<file path="config.mk">
export PLATFORM = sky130hd
export DESIGN_NAME = logic_sweep_ctrl_flat
export DESIGN_NICKNAME = d
export VERILOG_FILES = /design/src/rtl/logic_sweep_ctrl_pkg.sv /design/src/rtl/logic_sweep_ctrl_if.sv /design/src/rtl/logic_sweep_ctrl_compare.sv /design/src/rtl/logic_sweep_ctrl.sv /design/src/flat_wrapper.sv
export SDC_FILE = /design/constraint.sdc
export NUM_CORES = 1
export LEC_CHECK = 0
export BUFFER_PORTS_ARGS = -buffer_cell sky130_fd_sc_hd__buf_4
export CELL_PAD_IN_SITES_DETAIL_PLACEMENT = 1
export CELL_PAD_IN_SITES_GLOBAL_PLACEMENT = 1
export CORE_UTILIZATION = 42
export DETAILED_ROUTE_END_ITERATION = 16
export PLACE_DENSITY_LB_ADDON = 0.1
export SETUP_SLACK_MARGIN = 0.2
export SKIP_CTS_REPAIR_TIMING = 1
export SLEW_MARGIN = 20
export SYNTH_ARGS = -nofsm -noshare
export SYNTH_HDL_FRONTEND = slang
export SYNTH_HIERARCHICAL = 1
export SYNTH_SLANG_ARGS = --single-unit
</file>
<file path="constraint.sdc">
create_clock -name clk -period 2.5 [get_ports clk]
set_input_delay 0.375 -clock clk [delete_from_list [all_inputs] [get_ports clk]]
set_output_delay 0.375 -clock clk [all_outputs]
set_load 0.01 [all_outputs]
</file>
<file path="src/rtl/logic_sweep_ctrl_pkg.sv">
// Shared types and defaults for the logic sweep sequencer.
// The three implementations are checked against each other for equivalence.
package logic_sweep_pkg;

  localparam int N_IN_DEF   = 2;
  localparam int N_OUT_DEF  = 3;
  localparam int SETTLE_DEF = 2;
  localparam int CNT_W      = 4;

  typedef enum logic [1:0] {
    IDLE,
    SETTLE,
    CHECK,
    DONE
  } sweep_state_t;

  typedef logic [CNT_W-1:0] settle_cnt_t;

  // Counter reload: the counter runs SETTLE_CYCLES-1 down to 0, which gives SETTLE_CYCLES cycles.
  function automatic settle_cnt_t settle_reload(input int settle_cycles);
    return settle_cnt_t'(settle_cycles - 1);
  endfunction

endpackage

</file>
<file path="src/rtl/logic_sweep_ctrl_if.sv">
// Sweep bus. It carries the stimulus and the three output buses of the implementations,
// plus the control and result signals.
interface logic_sweep_ctrl_if #(
  parameter int N_IN  = 2,
  parameter int N_OUT = 3
);
  logic              start;
  logic [N_IN-1:0]   in_vec;
  logic [N_OUT-1:0]  y_s;
  logic [N_OUT-1:0]  y_d;
  logic [N_OUT-1:0]  y_b;
  logic              busy;
  logic              done;
  logic              pass;
  logic [N_IN:0]     mismatch_cnt;
  logic              fail_valid;
  logic [N_IN-1:0]   fail_vec;
  logic [N_OUT-1:0]  fail_bits;

  modport master (
    output start, y_s, y_d, y_b,
    input  in_vec, busy, done, pass, mismatch_cnt, fail_valid, fail_vec, fail_bits
  );

  modport slave (
    input  start, y_s, y_d, y_b,
    output in_vec, busy, done, pass, mismatch_cnt, fail_valid, fail_vec, fail_bits
  );
endinterface

</file>
<file path="src/rtl/logic_sweep_ctrl_compare.sv">
// Three-way comparator. It produces a mask of output bits where any implementation disagrees.
module lsc_compare #(
  parameter int N_OUT = 3
) (
  input  logic [N_OUT-1:0] y_s_i,
  input  logic [N_OUT-1:0] y_d_i,
  input  logic [N_OUT-1:0] y_b_i,
  output logic [N_OUT-1:0] diff_o,
  output logic             any_mismatch_o
);

  for (genvar i = 0; i < N_OUT; i++) begin : g_bit
    assign diff_o[i] = (y_s_i[i] ^ y_d_i[i]) | (y_s_i[i] ^ y_b_i[i]);
  end

  // The case-inequality operator makes an X on any output count as a failure instead of being skipped.
  assign any_mismatch_o = (diff_o !== '0);

endmodule

</file>
<file path="src/rtl/logic_sweep_ctrl.sv">
// Exhaustive input sweep across the three logic implementations. For each vector it waits a
// settle window, then compares the outputs and records the first failure.
module logic_sweep_ctrl
  import logic_sweep_pkg::*;
#(
  parameter int N_IN          = N_IN_DEF,
  parameter int N_OUT         = N_OUT_DEF,
  parameter int SETTLE_CYCLES = SETTLE_DEF
) (
  input  logic            clk,
  input  logic            rst_n,
  logic_sweep_ctrl_if.slave sw_if
);

  localparam logic [N_IN-1:0] LAST_VEC = '1;
  localparam settle_cnt_t     RELOAD   = settle_reload(SETTLE_CYCLES);

  sweep_state_t      state_q;
  settle_cnt_t       cnt_q;
  logic [N_IN-1:0]   vec_q;
  logic [N_IN-1:0]   fail_vec_q;
  logic [N_OUT-1:0]  fail_bits_q;
  logic [N_IN:0]     mcnt_q;
  logic              busy_q;
  logic              done_q;
  logic              pass_q;
  logic              fail_valid_q;

  logic [N_OUT-1:0]  diff;
  logic              any_mm;

  lsc_compare #(.N_OUT(N_OUT)) u_cmp (
    .y_s_i          (sw_if.y_s),
    .y_d_i          (sw_if.y_d),
    .y_b_i          (sw_if.y_b),
    .diff_o         (diff),
    .any_mismatch_o (any_mm)
  );

  always_ff @(posedge clk or negedge rst_n) begin
    if (!rst_n) begin
      state_q      <= IDLE;
      cnt_q        <= '0;
      vec_q        <= '0;
      fail_vec_q   <= '0;
      fail_bits_q  <= '0;
      mcnt_q       <= '0;
      busy_q       <= 1'b0;
      done_q       <= 1'b0;
      pass_q       <= 1'b0;
      fail_valid_q <= 1'b0;
    end else begin
      done_q <= 1'b0;
      case (state_q)
        IDLE: begin
          if (sw_if.start) begin
            state_q      <= SETTLE;
            busy_q       <= 1'b1;
            vec_q        <= '0;
            cnt_q        <= RELOAD;
            mcnt_q       <= '0;
            fail_valid_q <= 1'b0;
            fail_vec_q   <= '0;
            fail_bits_q  <= '0;
            pass_q       <= 1'b0;
          end
        end
        SETTLE: begin
          if (cnt_q == '0) state_q <= CHECK;
          else             cnt_q   <= cnt_q - 1'b1;
        end
        CHECK: begin
          if (any_mm) begin
            mcnt_q <= mcnt_q + 1'b1;
            if (!fail_valid_q) begin
              fail_valid_q <= 1'b1;
              fail_vec_q   <= vec_q;
              fail_bits_q  <= diff;
            end
          end
          // done and busy are registered here so that they line up with the DONE state.
          if (vec_q == LAST_VEC) begin
            state_q <= DONE;
            busy_q  <= 1'b0;
            done_q  <= 1'b1;
          end else begin
            vec_q   <= vec_q + 1'b1;
            cnt_q   <= RELOAD;
            state_q <= SETTLE;
          end
        end
        DONE: begin
          pass_q  <= (mcnt_q == '0);
          state_q <= IDLE;
        end
        default: state_q <= IDLE;
      endcase
    end
  end

  assign sw_if.in_vec       = vec_q;
  assign sw_if.busy         = busy_q;
  assign sw_if.done         = done_q;
  assign sw_if.pass         = pass_q;
  assign sw_if.mismatch_cnt = mcnt_q;
  assign sw_if.fail_valid   = fail_valid_q;
  assign sw_if.fail_vec     = fail_vec_q;
  assign sw_if.fail_bits    = fail_bits_q;

endmodule

</file>
<file path="src/flat_wrapper.sv">
// flat-port wrapper written by rule: the top's interface ports become plain ports
module logic_sweep_ctrl_flat import logic_sweep_pkg::*;
#(
  parameter int N_IN          = N_IN_DEF,
  parameter int N_OUT         = N_OUT_DEF,
  parameter int SETTLE_CYCLES = SETTLE_DEF
)
  (clk, rst_n, sw_if_start, sw_if_y_s, sw_if_y_d, sw_if_y_b, sw_if_in_vec, sw_if_busy, sw_if_done, sw_if_pass, sw_if_mismatch_cnt, sw_if_fail_valid, sw_if_fail_vec, sw_if_fail_bits);
  logic_sweep_ctrl_if #(.N_IN(N_IN), .N_OUT(N_OUT)) sw_if_i ();
  input  logic clk;
  input  logic rst_n;
  input wire logic [$bits(sw_if_i.start)-1:0] sw_if_start;
  input wire logic [$bits(sw_if_i.y_s)-1:0] sw_if_y_s;
  input wire logic [$bits(sw_if_i.y_d)-1:0] sw_if_y_d;
  input wire logic [$bits(sw_if_i.y_b)-1:0] sw_if_y_b;
  output wire logic [$bits(sw_if_i.in_vec)-1:0] sw_if_in_vec;
  output wire logic [$bits(sw_if_i.busy)-1:0] sw_if_busy;
  output wire logic [$bits(sw_if_i.done)-1:0] sw_if_done;
  output wire logic [$bits(sw_if_i.pass)-1:0] sw_if_pass;
  output wire logic [$bits(sw_if_i.mismatch_cnt)-1:0] sw_if_mismatch_cnt;
  output wire logic [$bits(sw_if_i.fail_valid)-1:0] sw_if_fail_valid;
  output wire logic [$bits(sw_if_i.fail_vec)-1:0] sw_if_fail_vec;
  output wire logic [$bits(sw_if_i.fail_bits)-1:0] sw_if_fail_bits;
  assign sw_if_i.start = sw_if_start;
  assign sw_if_i.y_s = sw_if_y_s;
  assign sw_if_i.y_d = sw_if_y_d;
  assign sw_if_i.y_b = sw_if_y_b;
  assign sw_if_in_vec = sw_if_i.in_vec;
  assign sw_if_busy = sw_if_i.busy;
  assign sw_if_done = sw_if_i.done;
  assign sw_if_pass = sw_if_i.pass;
  assign sw_if_mismatch_cnt = sw_if_i.mismatch_cnt;
  assign sw_if_fail_valid = sw_if_i.fail_valid;
  assign sw_if_fail_vec = sw_if_i.fail_vec;
  assign sw_if_fail_bits = sw_if_i.fail_bits;
  logic_sweep_ctrl #(.N_IN(N_IN), .N_OUT(N_OUT), .SETTLE_CYCLES(SETTLE_CYCLES)) u_core (.clk(clk), .rst_n(rst_n), .sw_if(sw_if_i));
endmodule
</file>
==> summary.txt, run 1 <==
Mapped Cells -> 103
Worst skew pair latency -> 0.31 ns
Initial Util -> 45.96%
Placer Congestion -> 0.7412
Largest net degree at the start of global routing -> 21
Synth warn -> 6
Slowest cell delay on critical path -> 0.41 ns
Slowest cell on crit path -> or3_1
Total gr overflow -> 0
IO Port Bufs -> 25
Root Buffer -> clkbuf_4
HPWL Detailed -> 1914 um
Drt via density -> 5.704
DR DRC count -> 0
Adder-cell area share of the yosys netlist -> 4.785%
Std-Cell Rows -> 17
Clk buf depth -> 2
Crit-path cells -> buf_4, nor3_1, nor2_1, or3_1, and4bb_2, a31oi_4, a22o_1
Synth unique cells -> 32
Final Critical Period -> 1.614 ns
Gr usage total -> 22.01%
Vias in the first global route -> 899
Max-cap viol count -> 0
Final Setup Violations -> 0
Clock-pin slew on the worst setup and hold paths -> 0.11 ns
Number of synthesized register bits -> 20
Die Ht -> 51.91 um
FILL cells -> 274
Reg2reg setup slack -> 0.89 ns
Final TNS setup -> 0 ns
CP Launch Type -> input port
Final count of pins violating max slew -> 0
Main synth FF type -> dfrtp_1
Die W -> 51.91 um
DR vias -> 907
Post-synthesis mux area share -> 2.871%
P_leak -> 0.6473 nW
# diodes -> 0
Worst Path Arrival -> 1.86 ns
Clock sink count -> 20
Buffers and inverters on the worst path -> 1
Peak fanout along the critical path -> 6
Largest family of logic cells by synthesized area -> compound AO/OA/AOI/OAI gates
Critical path class -> in -> reg
Post-Route WL -> 2577 um
Post-synth EDFFs -> 0
CP Capture Type -> register
Clock skew -> 0.006558 ns
Critical Path RT -> 2.75 ns
First-pass GRT wire length -> 4236 um
Unrepaired setup endpoints after global routing -> false
Xor/xnor share of the synthesized area -> 0%
DIE AREA -> 2694 um2
H-tree levels -> 1
Seq/Total Area, Yosys -> 47.85%
Syn_area_per_cell -> 10.16 um2
Complex-gate fraction of the synthesized area -> 22.85%
Simple-gate share of the synthesized area -> 16.75%
Mapped Nets -> 119
Async SR Flop Fraction -> 100.0%
Area Growth Syn to Fin -> 24.76%
Fmax -> 619.4 MHz
Detail Route Antenna Nets -> 0
Final Hold Vio Count -> 0
Synth Cell Area -> 1046 um2
Post-place setup slack -> 0.5696 ns
Total chip power -> 0.001349 W
Layout cell share with drive strength beyond 1 -> 28.24%
Peak VDD IR -> 596.2 uV
Core ar. -> 2276 um2
Crit-path leading delay family -> simple AND/OR/NAND/NOR gates
Tightest Pin Transition -> 0.5040 ns
Rel. slew slack -> 66.33%
Power Dens Cells -> 1034 nW/um2
DRT iter0 DRCs -> 20
Status -> finished, final reports clean
Total CTS buffers -> 3
Nets -> 148
Wire per inst -> 16.21 um
CTS tree -> done
Initial antenna violation count -> 0
Finished Layout Cells -> 159
DP Cell Count -> 154
Worst min-delay path class -> in -> reg
IO Pins -> 26
Fin crit share -> 64.58%
Setup ws final -> 0.8856 ns
First drt pass iteration count -> 4
==> cell usage in the layout (no fill, tap or decap), drive strengths merged <==
cell type,synthesis,final
or3,1,1
o21bai,1,1
dlygate4sd3,0,1
ha,4,4
a21o,1,1
buf,2,25
nand2,7,7
and3,3,3
a31oi,1,1
a221o,1,1
mux2i,3,3
nand2b,1,1
a21oi,2,2
nor2b,1,1
inv,11,11
o2bb2ai,2,2
nand3b,1,1
and4bb,1,1
nor2,7,7
a31o,1,1
o21ai,10,10
nor3,7,7
a22o,8,8
a211oi,2,2
nor3b,1,1
a32o,1,1
clkbuf,0,4
or2,2,2
dfrtp,20,20
a22oi,1,1
==> metrics by stage <==
step	utilization, %	instance area (um2)	hold slack, ns
after floorplan	-	1046	0.07941
after global placement	55.31	1259	0.2678
after detailed placement	55.31	1259	0.2719
after CTS	56.90	1295	-0.07409
after global routing	57.34	1305	0.4633
final	57.34	1305	0.4209
==> power breakdown <==
part	switching [W]	internal, W	total [W]
Combinational	0.000301	0.000289	0.000590
Sequential	0.000140	0.000424	0.000564
Clock	0.000106	0.0000890	0.000195
==> cell families after synthesis <==
group | after synthesis
AOI/OAI and AO/OA | 31
muxes | 3
DFF | 20
adders and majority gates | 4
and+or+nand+nor | 32
buffers and inverters | 13
==> Yosys cell counts, types with 2 or more instances <==
| library cell | n | area share (%) |
|---|---|---|
| o2bb2ai_1 | 2 | 1.7 |
| and3_1 | 3 | 1.8 |
| dfrtp_1 | 20 | 48 |
| nand2_1 | 7 | 2.5 |
| mux2i_1 | 3 | 2.9 |
| a22o_1 | 8 | 6.7 |
| nor2_1 | 7 | 2.5 |
| buf_2 | 2 | 0.96 |
| inv_1 | 10 | 3.6 |
| a211oi_1 | 2 | 1.4 |
| o21ai_0 | 10 | 4.8 |
| nor3_1 | 6 | 2.9 |
| ha_1 | 4 | 4.8 |
==> worst paths after layout <==
path / startpoint / to / depth (start not counted)
min in group asynchronous: rst_n / u_core/cnt_q[1] / 2
worst min register to register: u_core/sw_if.fail_bits[2] / u_core/sw_if.fail_bits[2] / 1
max in group asynchronous: rst_n / u_core/sw_if.busy / 2
worst min-delay path: sw_if_start / u_core/sw_if.busy / 3
worst max-delay path: sw_if_y_d[0] / u_core/sw_if.fail_bits[1] / 7
worst max register to register: u_core/sw_if.in_vec[0] / u_core/cnt_q[1] / 4
==> registers in the layout, indices dropped and copies added, names as in the netlist <==
signal                     cells
u_core/cnt_q                   4
u_core/sw_if.fail_bits         3
u_core/sw_if.mismatch_cnt      3
u_core/state_q                 2
u_core/sw_if.fail_vec          2
u_core/sw_if.in_vec            2
u_core/sw_if.busy              1
u_core/sw_if.done              1
u_core/sw_if.fail_valid        1
u_core/sw_if.pass              1
==> cell type report <==
class	count	area, um2	share of cell area, %
clock buffers	4	36.28	2.780
inverters	11	41.29	3.164
multi-input cells	70	494.2	37.87
flip-flops and latches	20	500.5	38.35
well taps	28	35.03	2.685
repair buffers	26	197.7	15.15
==> metal layers <==
metal | vias to the layer above | track usage [%] | wire length [um] | part of all wire (%)
met4 | 0 | 8.108 | 37 | 1.4
met3 | 4 | 3.216 | 109 | 4.2
li1 | 429 | - | - | -
met2 | 23 | 36.32 | 1233 | 48
met5 | - | 0 | 0 | 0
met1 | 451 | 29.03 | 1196 | 46
==> worst min-delay path, delay by kind of cell <==
kind	cells	cell delay, ns
AOI/OAI and AO/OA	2	0.19
buffers and inverters	1	0.12
Note: power is estimated with default switching activity, not from simulation.
==> run 2, diff against run 1 <==
Settings changed: CORE_UTILIZATION 42 to 39.
Clock period 2.5 ns to 1.61 ns, I/O delays scaled along.
==> run 2 against run 1 <==
  * Final cell count rose by 6.9%
  * Global-route usage fell by 1.6 points
  * Clock-buffer cell count fell by 1
  * Via count did not move
  * Sequential share of layout area fell by 2.9 points
  * Die area rose by 7.4%
  * Setup slack got worse by 0.70 ns
  * Largest cell class is now multi-input combinational cells
  * Largest power group unchanged
==> summary.txt, run 2 (same netlist as run 1, synthesis figures left out) <==
Fmax -> 701.3 MHz
Std-Cell Rows -> 18 (+1)
Clock skew -> 0.001985 ns (-0.004573 ns)
IO Pins -> 26 (unchanged)
Root Buffer -> clkbuf_4
Worst min-delay path class -> in -> reg
Vias in the first global route -> 883 (-1.8%)
Peak fanout along the critical path -> 3 (-3)
Crit-path leading delay family -> compound AO/OA/AOI/OAI gates
Area Growth Syn to Fin -> 36.00%
First-pass GRT wire length -> 4146 um (-2.1%)
DR DRC count -> 0 (unchanged)
H-tree levels -> 1 (unchanged)
Post-DP Area -> 1316 um2 (+4.6%)
DIE AREA -> 2893 um2 (+7.4%)
Rel. slew slack -> 68.02% (+1.7 points)
Die Ht -> 53.79 um (+3.6%)
Final Critical Period -> 1.426 ns
Commonest non-fill, non-tap cell in the layout -> buf_4
Clock-pin slew on the worst setup and hold paths -> 0.11 ns (about the same)
Global-route met1 utilization -> 26.49% (-2.5 points)
Worst Path Arrival -> 1.62 ns (-0.24 ns)
Tightest Pin Transition -> 0.4788 ns (-0.02522 ns)
DR vias -> 907 (unchanged)
Initial antenna violation count -> 0 (unchanged)
Reg area -> 504.2 um2 (+0.75%)
Layout cell share with drive strength beyond 1 -> 40.71% (+12 points)
Wire per inst -> 16.21 um (about the same)
Clk buf depth -> 2 (unchanged)
Busiest grt layer -> met2
Worst skew pair latency -> 0.30 ns (about the same)
Die W -> 53.79 um (+3.6%)
Detail Route Antenna Nets -> 0 (unchanged)
Unrepaired setup endpoints after global routing -> true
Critical path class -> reg -> reg
HPWL Detailed -> 1955 um (+2.1%)
CP startpoint -> u_core/sw_if.in_vec[1]
Total chip power -> 0.002229 W (+65%)
Setup ws final -> 0.1840 ns (-0.7015 ns)
Nets -> 158 (+6.8%)
# diodes -> 0 (unchanged)
Placer Congestion -> 0.7042 (-5.0%)
Final Hold Vio Count -> 0 (unchanged)
P_leak -> 0.6952 nW (+7.4%)
Gr usage total -> 20.46% (-1.6 points)
CP Capture Type -> register
Final Setup Violations -> 0 (unchanged)
Total CTS buffers -> 3 (unchanged)
Post-place setup slack -> -0.1325 ns (-0.7022 ns)
Buffers and inverters on the worst path -> 0 (-1)
Final TNS setup -> 0 ns (unchanged)
CP Launch Type -> register
Worst reg2reg path depth -> 4 (unchanged)
Peak VDD IR -> 821.6 uV (+38%)
Status -> finished, final reports clean
Slowest cell on crit path -> dfrtp_2
Critical Path RT -> 1.81 ns (-0.94 ns)
Met3 usage -> 3.390% (+0.17 points)
Largest net degree at the start of global routing -> 21 (unchanged)
Initial Util -> 41.84% (-4.1 points)
Clock sink count -> 20 (unchanged)
Post-Route WL -> 2756 um (+6.9%)
Final Util -> 56.91% (-0.43 points)
Core ar. -> 2500 um2 (+9.8%)
FILL cells -> 293 (+6.9%)
Reg2reg start -> u_core/sw_if.in_vec[1]
Power Dens Cells -> 1567 nW/um2 (+52%)
Final instance area -> 1423 um2 (+9.0%)
Worst Setup EP -> u_core/cnt_q[1]
Drt via density -> 5.335 (-6.5%)
Final count of pins violating max slew -> 0 (unchanged)
Fin crit share -> 88.57%
Max-cap viol count -> 0 (unchanged)
Total gr overflow -> 0 (unchanged)
DRT iter0 DRCs -> 19 (-5.0%)
Hold Path Origin -> sw_if_start
First drt pass iteration count -> 4 (unchanged)
Most frequent cells in the layout -> 35 x buf_4, 17 x dfrtp_1, 10 x o21ai_0, 9 x inv_1, 8 x a22o_1
Largest register by flop count -> u_core/cnt_q
Global Route met2 Usage -> 33.74% (-2.6 points)
Area of the multi-input gates -> 544.3 um2 (+10%)
IO Port Bufs -> 25 (unchanged)
Levels on crit path -> 4 (-3)
Crit-path cells -> ha_4, or2_4, a221o_1, o2bb2ai_1
Reg-to-reg endpoint -> u_core/cnt_q[1]
Slowest cell delay on critical path -> 0.45 ns (+0.04 ns)
Largest register FFs -> 4 (unchanged)
CTS tree -> done
Reg2reg setup slack -> 0.18 ns (-0.70 ns)
run 2: cell types whose count changed in the layout (fill, tap and decap cells not counted), sizes merged:
| cell | change |
|---|---|
| buf | +10 |
| clkbuf | -1 |
run 2: tightest hold or removal path: cells and delay by family:
family	cells	cell delay (ns)
buffers and inverters	1	0.13
AOI/OAI and AO/OA	2	0.21
run 2: worst min path at each step:
stage | slack, ns | end | depth (start not counted)
floorplan | -0.05 | u_core/cnt_q[0] | 0
global placement | 0.14 | u_core/sw_if.fail_bits[0] | 1
detailed placement | 0.14 | u_core/sw_if.fail_bits[1] | 1
CTS | -0.20 | u_core/sw_if.fail_bits[1] | 1
global route | 0.31 | u_core/sw_if.fail_valid | 4
finish | 0.31 | u_core/sw_if.busy | 3
run 2: area by class of cell:
| type | count | share of cell area (%) |
|---|---|---|
| Tap cell | 30 | 2.639 |
| Inverter | 11 | 2.902 |
| Sequential cell | 20 | 35.44 |
| Timing Repair Buffer | 36 | 19.17 |
| Multi-Input combinational cell | 70 | 38.26 |
| Clock buffer | 3 | 1.583 |
run 2: metal layers:
| layer | up-vias | wire length [um] |
|---|---|---|
| met5 | - | 0 |
| met3 | 2 | 68 |
| met2 | 15 | 1339 |
| met1 | 445 | 1335 |
| li1 | 445 | - |
| met4 | 0 | 13 |
run 2: metrics by stage:
step	hold slack, ns	std cells
2_1_floorplan	-0.05409	103
3_3_place_gp	0.1368	159
3_5_place_dp	0.1407	159
4_1_cts	-0.2031	162
5_1_grt	0.3085	170
6_report	0.3063	170
run 2: power by group:
part,internal [W],total (W),switching [W]
Sequential,0.000664,0.000849,0.000185
Clock,0.0000872,0.000241,0.000154
Combinational,0.000574,0.00114,0.000565
==> run 3, diff against run 2 <==
Settings changed: ABC_AREA from default to 0, CORE_UTILIZATION 39 to 38, SYNTH_HIERARCHICAL 1 to default.
==> run 3 against run 2 <==
  * The flow now finishes with violations (negative setup slack)
  * Worst hold slack improved by 0.0033 ns
  * Synthesized cell count is 2.9% higher
  * Sequential share of layout area shrank 5.4 points
  * Clock power grew 27%
  * Sequential power fell by 2.7%
  * Critical path type unchanged
  * Setup slack lost 0.39 ns
  * Area after synthesis decreased by 2.3%
==> summary.txt, run 3 <==
Status -> complete, but fails checks
Failing checks -> negative setup slack
Vias in the first global route -> 1023 (+16%)
Gr usage total -> 23.33% (+2.9 points)
Async SR Flop Fraction -> 100.0% (unchanged)
P_leak -> 0.8086 nW (+16%)
FILL cells -> 272 (-7.2%)
Initial antenna violation count -> 0 (unchanged)
Critical path class -> reg -> reg
Largest register by flop count -> u_core.cnt_q
Die Ht -> 53.87 um (+0.14%)
Slowest cell on crit path -> dfrtp_1
DIE AREA -> 2901 um2 (+0.28%)
Worst skew pair latency -> 0.32 ns (+0.02 ns)
Crit-path cells -> inv_2, ha_4, or3b_4, a211oi_4, buf_4, o221ai_2, a21oi_1
# diodes -> 0 (unchanged)
Peak fanout along the critical path -> 3 (unchanged)
Power Dens Cells -> 1727 nW/um2 (+10%)
Root Buffer -> clkbuf_4
DRT iter0 DRCs -> 12 (-7)
First-pass GRT wire length -> 4664 um (+12%)
Wire per inst -> 20.08 um (+24%)
Core ar. -> 2500 um2 (unchanged)
Setup ws final -> -0.2012 ns (-0.3853 ns)
Largest net degree at the start of global routing -> 21 (unchanged)
Drt via density -> 5.577 (+4.5%)
Most frequent cells in the layout -> 42 x buf_4, 19 x dfrtp_1, 14 x nand2_1, 9 x buf_6
HPWL Detailed -> 2269 um (+16%)
Mapped Cells -> 106 (+2.9%)
CTS tree -> done
Clock skew -> 0.009095 ns (+0.007110 ns)
Number of synthesized register bits -> 20 (unchanged)
Main synth FF type -> dfrtp_1
Rel. slew slack -> 77.88% (+9.9 points)
Detail Route Antenna Nets -> 0 (unchanged)
DR vias -> 1054 (+16%)
Area Growth Syn to Fin -> 63.40%
Clock-pin slew on the worst setup and hold paths -> 0.12 ns (about the same)
CP startpoint -> u_core.cnt_q[1]
Post-Route WL -> 3795 um (+38%)
Unrepaired setup endpoints after global routing -> true
Synth warn -> 0 (-6)
Commonest non-fill, non-tap cell in the layout -> buf_4
Nets -> 176 (+11%)
Final count of pins violating max slew -> 0 (unchanged)
Placer Congestion -> 0.7368 (+4.6%)
Fin crit share -> 112.5% (+24 points)
Max-cap viol count -> 0 (unchanged)
Synth Cell Area -> 1022 um2 (-2.3%)
Worst min-delay path class -> in -> reg
Reg2reg start -> u_core.cnt_q[1]
H-tree levels -> 1 (unchanged)
Commonest cells in the netlist -> 20 x dfrtp_1, 14 x nand2_1, 8 x inv_1, 6 x nand3_1, 6 x nor2_1
Clock sink count -> 20 (unchanged)
Total chip power -> 0.002885 W (+29%)
Top-count cell post-synth -> dfrtp_1
Initial Util -> 40.89% (-0.95 points)
IO Port Bufs -> 25 (unchanged)
Total gr overflow -> 0 (unchanged)
Post-synth top area share -> 48.96% (+1.1 points)
Std-Cell Rows -> 18 (unchanged)
Die W -> 53.87 um (+0.14%)
First drt pass iteration count -> 4 (unchanged)
Mapped Nets -> 122 (+2.5%)
CP Capture Type -> register
Slowest cell delay on critical path -> 0.42 ns (-0.03 ns)
Final Critical Period -> 1.811 ns (+0.3853 ns)
Total CTS buffers -> 3 (unchanged)
Hold Path Origin -> sw_if_y_d[0]
Peak VDD IR -> 1289 uV (+57%)
Final Hold Vio Count -> 0 (unchanged)
CP Launch Type -> register
Synth top area cells -> dfrtp_1 49%, nand2_1 5.1%, ha_1 4.9%
Post-synth EDFFs -> 0 (unchanged)
Syn_area_per_cell -> 9.644 um2 (-5.0%)
Clk buf depth -> 2 (unchanged)
DR DRC count -> 0 (unchanged)
Layout cell share with drive strength beyond 1 -> 52.20% (+11 points)
Tightest Pin Transition -> 0.3308 ns (-0.1480 ns)
Final Setup Violations -> 5 (+5)
Worst Path Arrival -> 2.06 ns (+0.44 ns)
Fmax -> 552.1 MHz (-21%)
Critical Path RT -> 1.86 ns (+0.05 ns)
Largest register FFs -> 4 (unchanged)
Seq/Total Area, Yosys -> 48.96% (+1.1 points)
Synth unique cells -> 32 (unchanged)
Most area-hungry cell type in the Yosys netlist -> dfrtp_1
Hold_ws -> 0.3096 ns (+0.003313 ns)
IO Pins -> 26 (unchanged)
-- run 3: final cells by class --
type | instances | area [um2] | share of cell area, %
Clock buffer | 4 | 36.28 | 2.172
Inverter | 8 | 30.03 | 1.798
Tap cell | 30 | 37.54 | 2.247
Timing Repair Buffer | 53 | 441.7 | 26.44
Multi-Input combinational cell | 74 | 623.1 | 37.30
Sequential cell | 20 | 501.7 | 30.04
-- run 3: worst paths after layout --
check,endpoint,slack (ns),depth (start not counted)
max,u_core.cnt_q[2],-0.20,7
min,u_core.sw_if.fail_bits[0],0.31,4
max reg2reg,u_core.cnt_q[2],-0.20,7
min reg2reg,u_core.sw_if.fail_bits[2],0.54,2
max in group asynchronous,u_core.state_q[1],1.06,2
min in group asynchronous,u_core.state_q[0],0.33,2
-- run 3: metal layers --
layer  GRT usage, %  up-vias  wire, um
li1               -      480         -
met1          26.88      540      1535
met2          41.98       27      2085
met3          3.390        7       109
met5              0        -         0
met4          10.53        0        65
-- run 3: critical path: cells and delay by family (launching register included) --
family | cells | cell delay (ns)
simple gates | 1 | 0.40
flops | 1 | 0.42
compound gates | 3 | 0.56
fa+ha+maj | 1 | 0.12
buf+inv | 2 | 0.24
-- run 3: where the power goes --
group	internal, W	total (W)	switching, W	leakage [nW]
clock network	0.000138	0.000307	0.000168	0.0210
registers	0.000659	0.000826	0.000166	0.260
logic	0.000925	0.00175	0.000828	0.528
total	0.00172	0.00288	0.00116	0.809
-- run 3: stage by stage --
| step | setup TNS (ns) | setup WS, ns | utilization (%) | std cells | cell area (um2) |
|---|---|---|---|---|---|
| after CTS | -0.7118 | -0.2121 | 58.46 | 179 | 1461 |
| final | -0.6960 | -0.2012 | 66.82 | 189 | 1670 |
| after global routing | -1.076 | -0.2864 | 66.82 | 189 | 1670 |
| after detailed placement | -2.250 | -0.2459 | 57.01 | 175 | 1425 |
| after global placement | -1.048 | -0.1381 | 57.01 | 175 | 1425 |
| after floorplan | -0.2463 | -0.1212 | - | 106 | 1082 |
-- run 3: cell families after synthesis --
logic type | share of synthesized area, %
buffers and inverters | 4.406
flip-flops | 48.96
AO/OA/AOI/OAI | 14.57
AND/OR/NAND/NOR | 21.05
multiplexers | 6.120
adder cells (fa/ha/maj) | 4.896
